File: config.mk
export PLATFORM = sky130hd
export DESIGN_NAME = serial_adder
export DESIGN_NICKNAME = d
export VERILOG_FILES = /design/src/rtl/serial_adder_pkg.sv /design/src/rtl/serial_adder_digit_adder.sv /design/src/rtl/serial_adder.sv
export SDC_FILE = /design/constraint.sdc
export NUM_CORES = 1
export LEC_CHECK = 0
export BUFFER_PORTS_ARGS = -buffer_cell sky130_fd_sc_hd__buf_2
export CAP_MARGIN = 15
export CORE_MARGIN = 2
export CORE_UTILIZATION = 40
export DETAILED_ROUTE_END_ITERATION = 10
export GPL_ROUTABILITY_DRIVEN = 0
export GPL_TIMING_DRIVEN = 1
export PLACE_DENSITY = 0.66
export SETUP_SLACK_MARGIN = 0.15
export SYNTH_ARGS = -nofsm -noshare
export SYNTH_HDL_FRONTEND = slang
export SYNTH_HIERARCHICAL = 1
export SYNTH_SLANG_ARGS = --single-unit
File: constraint.sdc
create_clock -name clk -period 1.41 [get_ports clk]
set_input_delay 0.0705 -clock clk [delete_from_list [all_inputs] [get_ports clk]]
set_output_delay 0.0705 -clock clk [all_outputs]
set_load 0.02 [all_outputs]
File: src/rtl/serial_adder_pkg.sv
// Shared definitions for the digit-serial adder/subtractor: FSM encoding,
// counter sizing and the single-bit full-adder cell used by the ripple slice.
package serial_adder_pkg;

  typedef enum logic [1:0] {
    ST_IDLE = 2'd0,
    ST_RUN  = 2'd1,
    ST_DONE = 2'd2
  } state_e;

  // Counter must be able to hold STEPS itself, since it increments on the last step too
  function automatic int cnt_width(input int steps);
    return $clog2(steps + 1);
  endfunction

  function automatic logic [1:0] full_add(input logic x, input logic y, input logic c);
    logic [1:0] r;
    r[0] = x ^ y ^ c;
    r[1] = (x & y) | (c & (x ^ y));
    return r;
  endfunction

endpackage

File: src/rtl/serial_adder_digit_adder.sv
// Combinational DIGIT-bit ripple slice built from chained full-adder cells.
// Also exposes the carry into the top bit for signed-overflow detection.
module digit_adder
  import serial_adder_pkg::*;
#(
  parameter int DIGIT = 1
) (
  input  logic [DIGIT-1:0] x,
  input  logic [DIGIT-1:0] y,
  input  logic             ci,
  output logic [DIGIT-1:0] s,
  output logic             co,
  output logic             c_msb
);

  logic [DIGIT:0] c_s;

  assign c_s[0] = ci;

  for (genvar i = 0; i < DIGIT; i++) begin : g_fa
    assign {c_s[i+1], s[i]} = full_add(x[i], y[i], c_s[i]);
  end

  assign co    = c_s[DIGIT];
  assign c_msb = c_s[DIGIT-1];

endmodule

File: src/rtl/serial_adder.sv
// Multi-cycle adder/subtractor: WIDTH-bit operands consumed DIGIT bits per clock
// through one ripple slice, with a start/busy/done handshake.
module serial_adder
  import serial_adder_pkg::*;
#(
  parameter int WIDTH = 8,
  parameter int DIGIT = 1
) (
  input  logic             clk,
  input  logic             rst,
  input  logic             start,
  input  logic [WIDTH-1:0] a,
  input  logic [WIDTH-1:0] b,
  input  logic             cin,
  input  logic             sub,
  output logic             busy,
  output logic             done,
  output logic [WIDTH-1:0] sum,
  output logic             cout,
  output logic             ovf
);

  localparam int STEPS = WIDTH / DIGIT;
  localparam int CW    = cnt_width(STEPS);

  localparam logic [1:0]    IDLE = ST_IDLE;
  localparam logic [1:0]    RUN  = ST_RUN;
  localparam logic [1:0]    DONE = ST_DONE;
  localparam logic [CW-1:0] LAST = CW'(STEPS - 1);

  if ((WIDTH % DIGIT) != 0) begin : g_bad_digit
    $error("serial_adder: DIGIT (%0d) must divide WIDTH (%0d)", DIGIT, WIDTH);
  end

  logic [1:0]             state_r;
  logic [WIDTH-1:0]       a_r;
  logic [WIDTH-1:0]       b_r;
  logic [WIDTH-1:0]       sum_r;
  logic [CW-1:0]          cnt_r;
  logic                   carry_r;
  logic                   cout_r;
  logic                   ovf_r;
  logic                   busy_r;
  logic                   done_r;

  logic [DIGIT-1:0]       slice_sum_s;
  logic                   slice_co_s;
  logic                   slice_cmsb_s;
  logic [WIDTH+DIGIT-1:0] sum_cat_s;
  logic                   accept_s;
  logic                   last_s;

  digit_adder #(.DIGIT(DIGIT)) u_slice (
    .x     (a_r[DIGIT-1:0]),
    .y     (b_r[DIGIT-1:0]),
    .ci    (carry_r),
    .s     (slice_sum_s),
    .co    (slice_co_s),
    .c_msb (slice_cmsb_s)
  );

  // New digits enter at the MSB end; this form also works when DIGIT == WIDTH
  assign sum_cat_s = {slice_sum_s, sum_r};
  assign accept_s  = start && ((state_r == IDLE) || (state_r == DONE));
  assign last_s    = (cnt_r == LAST);

  // FSM, operand shift registers, carry flop and result registers
  always_ff @(posedge clk or posedge rst) begin
    if (rst) begin
      state_r <= IDLE;
      a_r     <= '0;
      b_r     <= '0;
      sum_r   <= '0;
      cnt_r   <= '0;
      carry_r <= 1'b0;
      cout_r  <= 1'b0;
      ovf_r   <= 1'b0;
      busy_r  <= 1'b0;
      done_r  <= 1'b0;
    end else begin
      case (state_r)
        IDLE, DONE: begin
          done_r <= 1'b0;
          if (accept_s) begin
            // Subtraction runs as a + ~b + ~cin
            a_r     <= a;
            b_r     <= b ^ {WIDTH{sub}};
            carry_r <= cin ^ sub;
            cnt_r   <= '0;
            busy_r  <= 1'b1;
            state_r <= RUN;
          end else begin
            busy_r  <= 1'b0;
            state_r <= IDLE;
          end
        end
        RUN: begin
          sum_r   <= sum_cat_s[WIDTH+DIGIT-1:DIGIT];
          carry_r <= slice_co_s;
          a_r     <= a_r >> DIGIT;
          b_r     <= b_r >> DIGIT;
          cnt_r   <= cnt_r + CW'(1);
          if (last_s) begin
            cout_r  <= slice_co_s;
            ovf_r   <= slice_cmsb_s ^ slice_co_s;
            busy_r  <= 1'b0;
            done_r  <= 1'b1;
            state_r <= DONE;
          end else begin
            busy_r  <= 1'b1;
            done_r  <= 1'b0;
            state_r <= RUN;
          end
        end
        default: begin
          busy_r  <= 1'b0;
          done_r  <= 1'b0;
          state_r <= IDLE;
        end
      endcase
    end
  end

  assign busy = busy_r;
  assign done = done_r;
  assign sum  = sum_r;
  assign cout = cout_r;
  assign ovf  = ovf_r;

endmodule

==> flow_metrics.tcl, run 1 <==
set metrics [dict create \
    maxCapViolations 0 \
    hold_violations 0 \
    timing.final.ws_setup_ns 0.0587 \
    ys_async_sr_fraction 1.00 \
    stdcell_count 206 \
    grt_pass1_vias 1002 \
    num_rows 22 \
    endpoint_kind "flip-flop" \
    ys_ff_latch 33 \
    ys_types 25 \
    setup_viol_count_final 0 \
    vias_per_cell 5.19 \
    synthMuxAreaShare 0.0883 \
    area_growth_pct 28.8 \
    finalMaxSlewViolations 0 \
    yosysTopAreaCell "dfrtp_1" \
    yosysTopAreaCellShare 0.550 \
    synth_area_um2 1500 \
    cts.path.max_buffers 2 \
    dp_hpwl_mm 2.02 \
    status "completed" \
    period_needed_ns 1.35 \
    critPathMaxFanout 5 \
    core_um2 3630 \
    clk_pin_slew_worst_paths_ns 0.07 \
    ant_nets 0 \
    hold_ws_ns 0.0131 \
    die_area_um2 4260 \
    synth_top_family_by_area "compound AO/OA/AOI/OAI gates" \
    synth.avg_cell_area_um2 13.3 \
    clkLatencyLatePin_ns 0.29 \
    grt_usage 0.153 \
    num-fill-cells 349 \
    power.leakage_uw 0.000968 \
    drive_gt1_frac 0.405 \
    synth-compound-area-share 0.156 \
    power.density_nw_per_um2 2370 \
    num_io_pins 33 \
    avgRoutedWirePerCell_um 13.9 \
    worst_pin_slew_ns 0.401 \
    nets 180 \
    synthAdderAreaFrac 0.0216 \
    drt-pass1-iter-count 4 \
    required_ns 1.59 \
    synthSimpleGateAreaFrac 0.0766 \
    grt.met2_usage 0.239 \
    synth.area.top_cells "dfrtp_1 (55%), mux2_1 (7.5%), a22o_1 (6.4%)" \
    top_usage_layer "met2" \
    synth_edf_count 0 \
    slew_headroom 0.732 \
    grt_pass1_wl_mm 4.78 \
    drt_iter0_drc 38 \
    clkSinkCount 33 \
    skew_ns 0.00490 \
    n_antenna_cell 0 \
    vias 1070 \
    synth.top_cells.by_count "dfrtp_1 (33), a22o_1 (11), mux2_1 (10), nor2_1 (9), xnor2_1 (9)" \
    worstSetupStartpointType "flip-flop" \
    totalWireLength_mm 2.87 \
    overflow 0 \
    dp.cells 192 \
    grt_max_degree 34 \
    ys.flop_type "dfrtp_1" \
    drc 0 \
    hold_class "primary input to flip-flop" \
    worst-setup-path-type "flip-flop to flip-flop" \
    antenna_found_initial 0 \
    initial_core_util 0.414 \
    cts_buffers 5 \
    cts_tree "done" \
    fp.dieH_um 65.3 \
    met1_usage 0.183 \
    gr-usage-met3 0.0685 \
    synth_cells 113 \
    yosysMostFrequentCell "dfrtp_1" \
    finalCritPeriodShare 0.958 \
    rsz0062_at_grt "yes" \
    final_core_utilization 0.533 \
    timing.fmax_ghz 0.740 \
    synth_warnings 6 \
    vdd_drop_max_mv 0.756 \
    cts.root.buffer_cell "clkbuf_8" \
    htree_levels 2 \
    portBuffers 32 \
    die_w_um 65.3 \
    syn-num-nets 136 \
    arrival_ns 1.53 \
    synthXorXnorAreaFrac 0.0641 \
    ys_seq_area_frac 0.550 \
    dp_slack_ns 0.0223 \
]
-- area by class of cell --
cell class                 instances  area (µm²)  area share
timing repair buffer              45         312       0.161
clock inverter                     1        5.00     0.00259
sequential                        33         828       0.428
inverter                           1        3.75     0.00194
clock buffer                       7        96.3      0.0498
tap                               48        60.1      0.0310
multi-input combinational         71         631       0.326
-- flip-flops by register name, indices dropped and copies added, names as in the netlist --
register and cells:
cout 1, sum 8, carry_r 1, done 1
a_r 8, cnt_r 4, b_r 8, ovf 1
state_r 1
-- placed cells by master (no fill, tap or decap) --
cell	count
and2b_2	1
xor2_1	2
xnor2_1	9
ha_2	1
inv_1	1
clkinv_2	1
dfrtp_2	2
mux2_1	7
buf_12	1
buf_6	3
nand2_2	1
nor2_1	9
a22o_1	11
nand2_1	2
buf_16	1
nor2b_1	1
dfrtp_1	31
fa_2	1
mux2_4	3
o21ai_1	1
nand4_1	1
nand2b_1	1
nor2b_4	1
a21o_1	7
nor2_4	1
buf_8	1
mux2i_1	2
clkbuf_8	7
dlygate4sd3_1	1
a221o_1	8
buf_2	32
nor3b_4	1
buf_4	6
-- report_power, final --
group / internal [µW] / switching [µW] / leakage, µW
logic: 1170 / 961 / 0.000504
clock network: 441 / 330 / 0.0000542
registers: 1390 / 296 / 0.000409
total: 3000 / 1590 / 0.000968
-- per-layer routing --
| layer | vias up | part of all wire |
|---|---|---|
| met1 | 537 | 0.43 |
| met5 | - | 0 |
| met2 | 34 | 0.47 |
| met3 | 7 | 0.074 |
| met4 | 0 | 0.021 |
| li1 | 492 | - |
-- repair_timing --
action | 4_1_cts | 5_1_grt
hold endpoints to repair | 33 | 0
setup buffers | 3 | 1
pin swaps | 1 | 9
cloned | 1 | 0
hold buffers | 1 | 0
gates resized for setup | 4 | 5
setup endpoints to repair | 23 | 28
-- cell families after synthesis --
logic type / count (synthesis)
buffers and inverters: 9
multiplexers: 12
flip-flops: 33
AND/OR/NAND/NOR: 19
adder cells (fa/ha/maj): 2
AO/OA/AOI/OAI: 27
XOR/XNOR: 11
-- worst max-delay path, cell delays in order (launching register included) --
cell and delay (ns):
dfrtp_2 0.43, nor2b_4 0.20, nor3b_4 0.29, mux2_4 0.32
-- path summary, 6_finish.rpt --
check	slack [ns]	end	depth (start not counted)	startpoint
max in group asynchronous	0.69	state_r[0]$_DFF_PP0_	4	rst
worst max-delay path	0.06	ovf$_DFFE_PP0P_	3	done$_DFF_PP0_
worst min-delay path	0.01	a_r[7]$_DFFE_PP0P_	2	a[7]
worst max register to register	0.06	ovf$_DFFE_PP0P_	3	done$_DFF_PP0_
worst min register to register	0.48	sum[0]$_DFFE_PP0P_	1	sum[0]$_DFFE_PP0P_
min in group asynchronous	0.41	cout$_DFFE_PP0P_	4	rst
-- per-stage QoR --
stage	TNS (ns)	total power (µW)	area [µm²]
after floorplan	0	3070	1520
after global placement	0	3480	1740
after detailed placement	0	3580	1740
after CTS	0	4540	1910
after global routing	-0.0400	4930	1940
final	0	4590	1940
Note: power is estimated with default switching activity, not from simulation.
==> run 2, diff against run 1 <==
==> constraint.sdc (replaced) <==
create_clock -name clk -period 1.41 [get_ports clk]
set_input_delay 0.2115 -clock clk [delete_from_list [all_inputs] [get_ports clk]]
set_output_delay 0.2115 -clock clk [all_outputs]
set_load 0.02 [all_outputs]
==> run 2 against run 1 <==
  * Final area rose by 0.13%
  * Highest routed layer unchanged
  * Non-clock buffer count rose by 2
  * Final cell count rose by 0.97%
  * Largest power group unchanged
  * Sequential share of layout area fell by 0.055 points
  * Sequential cell count did not move
  * Wire length fell by 2.1%
  * Sequential power barely moved
  * Worst setup slack got worse by 0.0021 ns
  * Critical path type unchanged
==> flow_metrics.tcl, run 2 (synthesis gave the netlist of run 1 again) <==
set metrics [dict create \
    die_w_um 65.3 \
    worst-setup-path-type "flip-flop to flip-flop" \
    required_ns 1.58 \
    final_common_cell "buf_2" \
    rsz0062_at_grt "yes" \
    r2r_setup_slack_ns 0.06 \
    worstSetupStartpointType "flip-flop" \
    hold_violations 0 \
    p_int_uw 2970 \
    vias_per_cell 5.09 \
    drc 0 \
    initial_core_util 0.414 \
    cts.root.buffer_cell "clkbuf_8" \
    totalWireLength_mm 2.81 \
    power.leakage_uw 0.000972 \
    grt_pass1_wl_mm 4.82 \
    vias 1058 \
    grt_pass1_vias 1039 \
    antenna_found_initial 0 \
    die_area_um2 4260 \
    setup_viol_count_final 0 \
    endpoint_kind "flip-flop" \
    skew_ns 0.00788 \
    dp_hpwl_mm 2.01 \
    hold_class "primary input to async pin" \
    clk_pin_slew_worst_paths_ns 0.07 \
    critPathMaxFanout 6 \
    n_antenna_cell 0 \
    drt_iter0_drc 20 \
    endpoint "ovf$_DFFE_PP0P_" \
    final_cell_mix "buf_2 (32), dfrtp_1 (31), a22o_1 (11)" \
    num_io_pins 33 \
    p_sw_frac 0.346 \
    cts_buffers 5 \
    period_needed_ns 1.35 \
    p_clk_frac 0.171 \
    dpl_cell_area_um2 1740 \
    arrival_ns 1.53 \
    fin_area_um2 1940 \
    maxCapViolations 0 \
    htree_levels 2 \
    finalCritPeriodShare 0.960 \
    num_rows 22 \
    worst_pin_slew_ns 0.404 \
    worstReg2RegEnd "ovf$_DFFE_PP0P_" \
    fin_total_pwr_uw 4540 \
    r2r_start "done$_DFF_PP0_" \
    dp_slack_ns 0.00751 \
    crit_path_start "done$_DFF_PP0_" \
    avgRoutedWirePerCell_um 13.5 \
    power.density_nw_per_um2 2340 \
    finalMaxSlewViolations 0 \
    fp.dieH_um 65.3 \
    reg2reg_depth 3 \
    num-fill-cells 326 \
    seq_power_share 0.370 \
    p_sw_uw 1570 \
    cts_tree "done" \
    portBuffers 32 \
    overflow 0 \
    status "completed" \
    drt-pass1-iter-count 4 \
    area_growth_pct 29.0 \
    cts.path.max_buffers 2 \
    hold_ws_ns 0.00393 \
    nets 182 \
    drive_gt1_frac 0.406 \
    grt_usage 0.152 \
    slew_headroom 0.731 \
    core_um2 3630 \
    clkSinkCount 33 \
    ant_nets 0 \
    grt_max_degree 34 \
    p_comb_frac 0.460 \
    vdd_drop_max_mv 0.784 \
    timing.fmax_ghz 0.739 \
    timing.final.ws_setup_ns 0.0565 \
    clkLatencyLatePin_ns 0.28 \
]
[run 2: power by group through the flow]
stage	Combinational, µW	Clock, µW	Sequential, µW
final	2090	774	1680
after global routing	2300	850	1730
after CTS	2090	795	1680
after detailed placement	1880	0	1710
after global placement	1810	0	1670
after floorplan	1240	0	1830
[run 2: layout make-up]
cell class | instances | area [µm²] | share of cell area
clock buffer | 7 | 96.3 | 0.0497
tap | 48 | 60.1 | 0.0310
timing repair buffer | 47 | 320 | 0.165
inverter | 1 | 3.75 | 0.00194
sequential | 33 | 828 | 0.427
multi-input combinational | 71 | 624 | 0.322
clock inverter | 1 | 5.00 | 0.00258
[run 2: per-layer routing]
metal  share of wire  vias up  global-route usage
met3           0.063        6              0.0565
met2            0.48       30               0.247
li1                -      498                   -
met4           0.017        0              0.0625
met5               0        -                   0
met1            0.44      524               0.183
[run 2: timing repair]
item | 4_1_cts | 5_1_grt
setup buffers | 5 | 2
endpoints found under the setup margin | 22 | 28
resized for setup | 4 | 2
pin swaps | 1 | 3
cloned | 1 | 0
hold buffers | 0 | 0
[run 2: worst max-delay path: stages (launching register included)]
cell and delay (ns):
dfrtp_2 0.43, nor2b_4 0.20, nor3b_4 0.30, mux2_4 0.32
[run 2: through the flow]
stage                      util  instances  setup TNS [ns]
final                     0.533        208               0
after global placement    0.479        192               0
after detailed placement  0.479        192               0
after CTS                 0.527        206               0
after floorplan               -        113               0
after global routing      0.533        208         -0.0144
[run 2: worst min path at each step]
stage                    endpoint  depth (start not counted)  from
6_report         cout$_DFFE_PP0P_                          3   rst
5_1_grt        sum[3]$_DFFE_PP0P_                          3   rst
4_1_cts          cout$_DFFE_PP0P_                          3   rst
3_5_place_dp   sum[4]$_DFFE_PP0P_                          3   rst
3_3_place_gp   sum[5]$_DFFE_PP0P_                          3   rst
2_1_floorplan  a_r[0]$_DFFE_PP0P_                          1   rst
==> run 3, diff against run 2 <==
--- a/config.mk
+++ b/config.mk
@@ -5,14 +5,16 @@
 export SDC_FILE = /design/constraint.sdc
 export NUM_CORES = 1
 export LEC_CHECK = 0
+export ABC_CLOCK_PERIOD_IN_PS = 1700
 export BUFFER_PORTS_ARGS = -buffer_cell sky130_fd_sc_hd__buf_2
 export CAP_MARGIN = 15
 export CORE_MARGIN = 2
 export CORE_UTILIZATION = 40
+export CTS_CLUSTER_SIZE = 20
 export DETAILED_ROUTE_END_ITERATION = 10
 export GPL_ROUTABILITY_DRIVEN = 0
 export GPL_TIMING_DRIVEN = 1
-export PLACE_DENSITY = 0.66
+export PLACE_DENSITY = 0.64
 export SETUP_SLACK_MARGIN = 0.15
 export SYNTH_ARGS = -nofsm -noshare
 export SYNTH_HDL_FRONTEND = slang
==> constraint.sdc (replaced) <==
create_clock -name clk -period 1.7 [get_ports clk]
set_input_delay 0.255 -clock clk [delete_from_list [all_inputs] [get_ports clk]]
set_output_delay 0.255 -clock clk [all_outputs]
set_load 0.02 [all_outputs]
==> run 3 against run 2 <==
  * Clock power shrank 28%
  * First-iteration DRC count increased by 140%
  * Sequential share of layout area up 3.4 points
  * Clock skew decreased by 0.0034 ns
  * Largest cell class unchanged
  * Largest power group unchanged
==> flow_metrics.tcl, run 3 (synthesis gave the netlist of run 1 again) <==
set metrics [dict create \
    vias 985 \
    final_core_utilization 0.492 \
    grt_max_degree 34 \
    overflow 0 \
    n_antenna_cell 0 \
    p_clk_frac 0.166 \
    core_um2 3630 \
    critPathTopFamily "adder cells" \
    power.leakage_uw 0.000905 \
    tns_ns 0 \
    dp_hpwl_mm 1.82 \
    cp_slowest_cell "fa_1" \
    p_comb_frac 0.425 \
    cts_tree "done" \
    clkLatencyLatePin_ns 0.28 \
    power.density_nw_per_um2 1890 \
    p_int_uw 2150 \
    p_sw_uw 1230 \
    maxCapViolations 0 \
    period_needed_ns 1.47 \
    num_io_pins 33 \
    num_rows 22 \
    drt_iter0_drc 48 \
    grt_pass1_wl_mm 4.57 \
    endpoint_kind "flip-flop" \
    hold_violations 0 \
    initial_core_util 0.414 \
    status "completed" \
    crit_path_start "b_r[0]$_DFFE_PP0P_" \
    totalWireLength_mm 2.62 \
    antenna_found_initial 0 \
    finalMaxSlewViolations 0 \
    setup_viol_count_final 0 \
    portBuffers 32 \
    grt_usage 0.144 \
    p_sw_frac 0.363 \
    worstSetupStartpointType "flip-flop" \
    rsz0062_at_grt "no" \
    slew_headroom 0.707 \
    finalCritPeriodShare 0.864 \
    hold_class "primary input to async pin" \
    timing.fmax_ghz 0.681 \
    vias_per_cell 4.95 \
    path_cells "fa_1 > xor2_1 > mux2_1" \
    cts.path.max_buffers 2 \
    slowest_delay_ns 0.48 \
    skew_ns 0.00450 \
    final_cell_mix "dfrtp_1 (33), buf_2 (32), a22o_1 (11)" \
    dpl_cell_area_um2 1690 \
    nets 173 \
    grt_pass1_vias 995 \
    fp.dieH_um 65.3 \
    die_area_um2 4260 \
    worst-path-buf-inv 0 \
    ant_nets 0 \
    vdd_drop_max_mv 0.611 \
    arrival_ns 1.63 \
    area_growth_pct 19.0 \
    die_w_um 65.3 \
    cts.root.buffer_cell "clkbuf_8" \
    drc 0 \
    critPathMaxFanout 3 \
    drt-pass1-iter-count 4 \
    required_ns 1.86 \
    clkSinkCount 33 \
    drive_gt1_frac 0.318 \
    r2r_start "b_r[0]$_DFFE_PP0P_" \
    seq_power_share 0.409 \
    worst_pin_slew_ns 0.438 \
    cts_buffers 5 \
    clk_pin_slew_worst_paths_ns 0.07 \
    avgRoutedWirePerCell_um 13.2 \
    worst-setup-path-type "flip-flop to flip-flop" \
    fin_area_um2 1790 \
    htree_levels 2 \
    final_common_cell "dfrtp_1" \
]
## run 3: cell types whose count changed in the layout (fill, tap and decap cells not counted), sizes merged
cell and delta:
clkbuf -1, clkinv +1, buf -9
## run 3: power groups by stage
stage	Clock, µW	Combinational (µW)	Sequential, µW
after floorplan	0	999	1510
after global placement	0	1380	1380
after detailed placement	0	1430	1400
after CTS	571	1430	1390
after global routing	609	1620	1430
final	561	1440	1380
## run 3: stage by stage
stage / total power [µW] / setup WS (ns) / cells / hold WS (ns)
detailed placement: 2820 / 0.199 / 189 / 0.364
floorplan: 2510 / 0.294 / 113 / 0.384
CTS: 3390 / 0.199 / 197 / 0.0643
global route: 3660 / 0.173 / 199 / 0.0968
global placement: 2760 / 0.267 / 189 / 0.356
finish: 3380 / 0.231 / 199 / 0.0515
## run 3: per-layer routing
layer / track usage / vias up / share of wire
met3: 0.0411 / 5 / 0.050
met1: 0.179 / 478 / 0.45
met2: 0.230 / 24 / 0.48
met4: 0.0703 / 0 / 0.014
met5: 0 / - / 0
li1: - / 478 / -
## run 3: worst min-delay path, stage by stage
cell and delay, ns:
buf_2 0.09, inv_1 0.04, buf_4 0.36
## run 3: path summary, 6_finish.rpt
| check | end | depth (start not counted) | slack (ns) |
|---|---|---|---|
| hold / removal | sum[1]$_DFFE_PP0P_ | 3 | 0.05 |
| hold reg to reg | a_r[4]$_DFFE_PP0P_ | 1 | 0.48 |
| max in group asynchronous | b_r[5]$_DFFE_PP0P_ | 3 | 1.36 |
| setup reg to reg | ovf$_DFFE_PP0P_ | 3 | 0.23 |
| min in group clk | a_r[7]$_DFFE_PP0P_ | 2 | 0.21 |
| setup / recovery | ovf$_DFFE_PP0P_ | 3 | 0.23 |
## run 3: area by class of cell
cell class,count,area (µm²)
clock inverter,2,10.0
tap,48,60.1
multi-input combinational,71,611
sequential,33,826
inverter,1,3.75
timing repair buffer,38,205
clock buffer,6,72.6
fill,344,1850
## run 3: timing repair
item                                    in CTS  in global routing
setup buffers                                0                  2
gates resized for setup                      0                  0
endpoints found under the setup margin       0                  2
hold buffers                                 0                  0
hold endpoints to repair                     0                  0
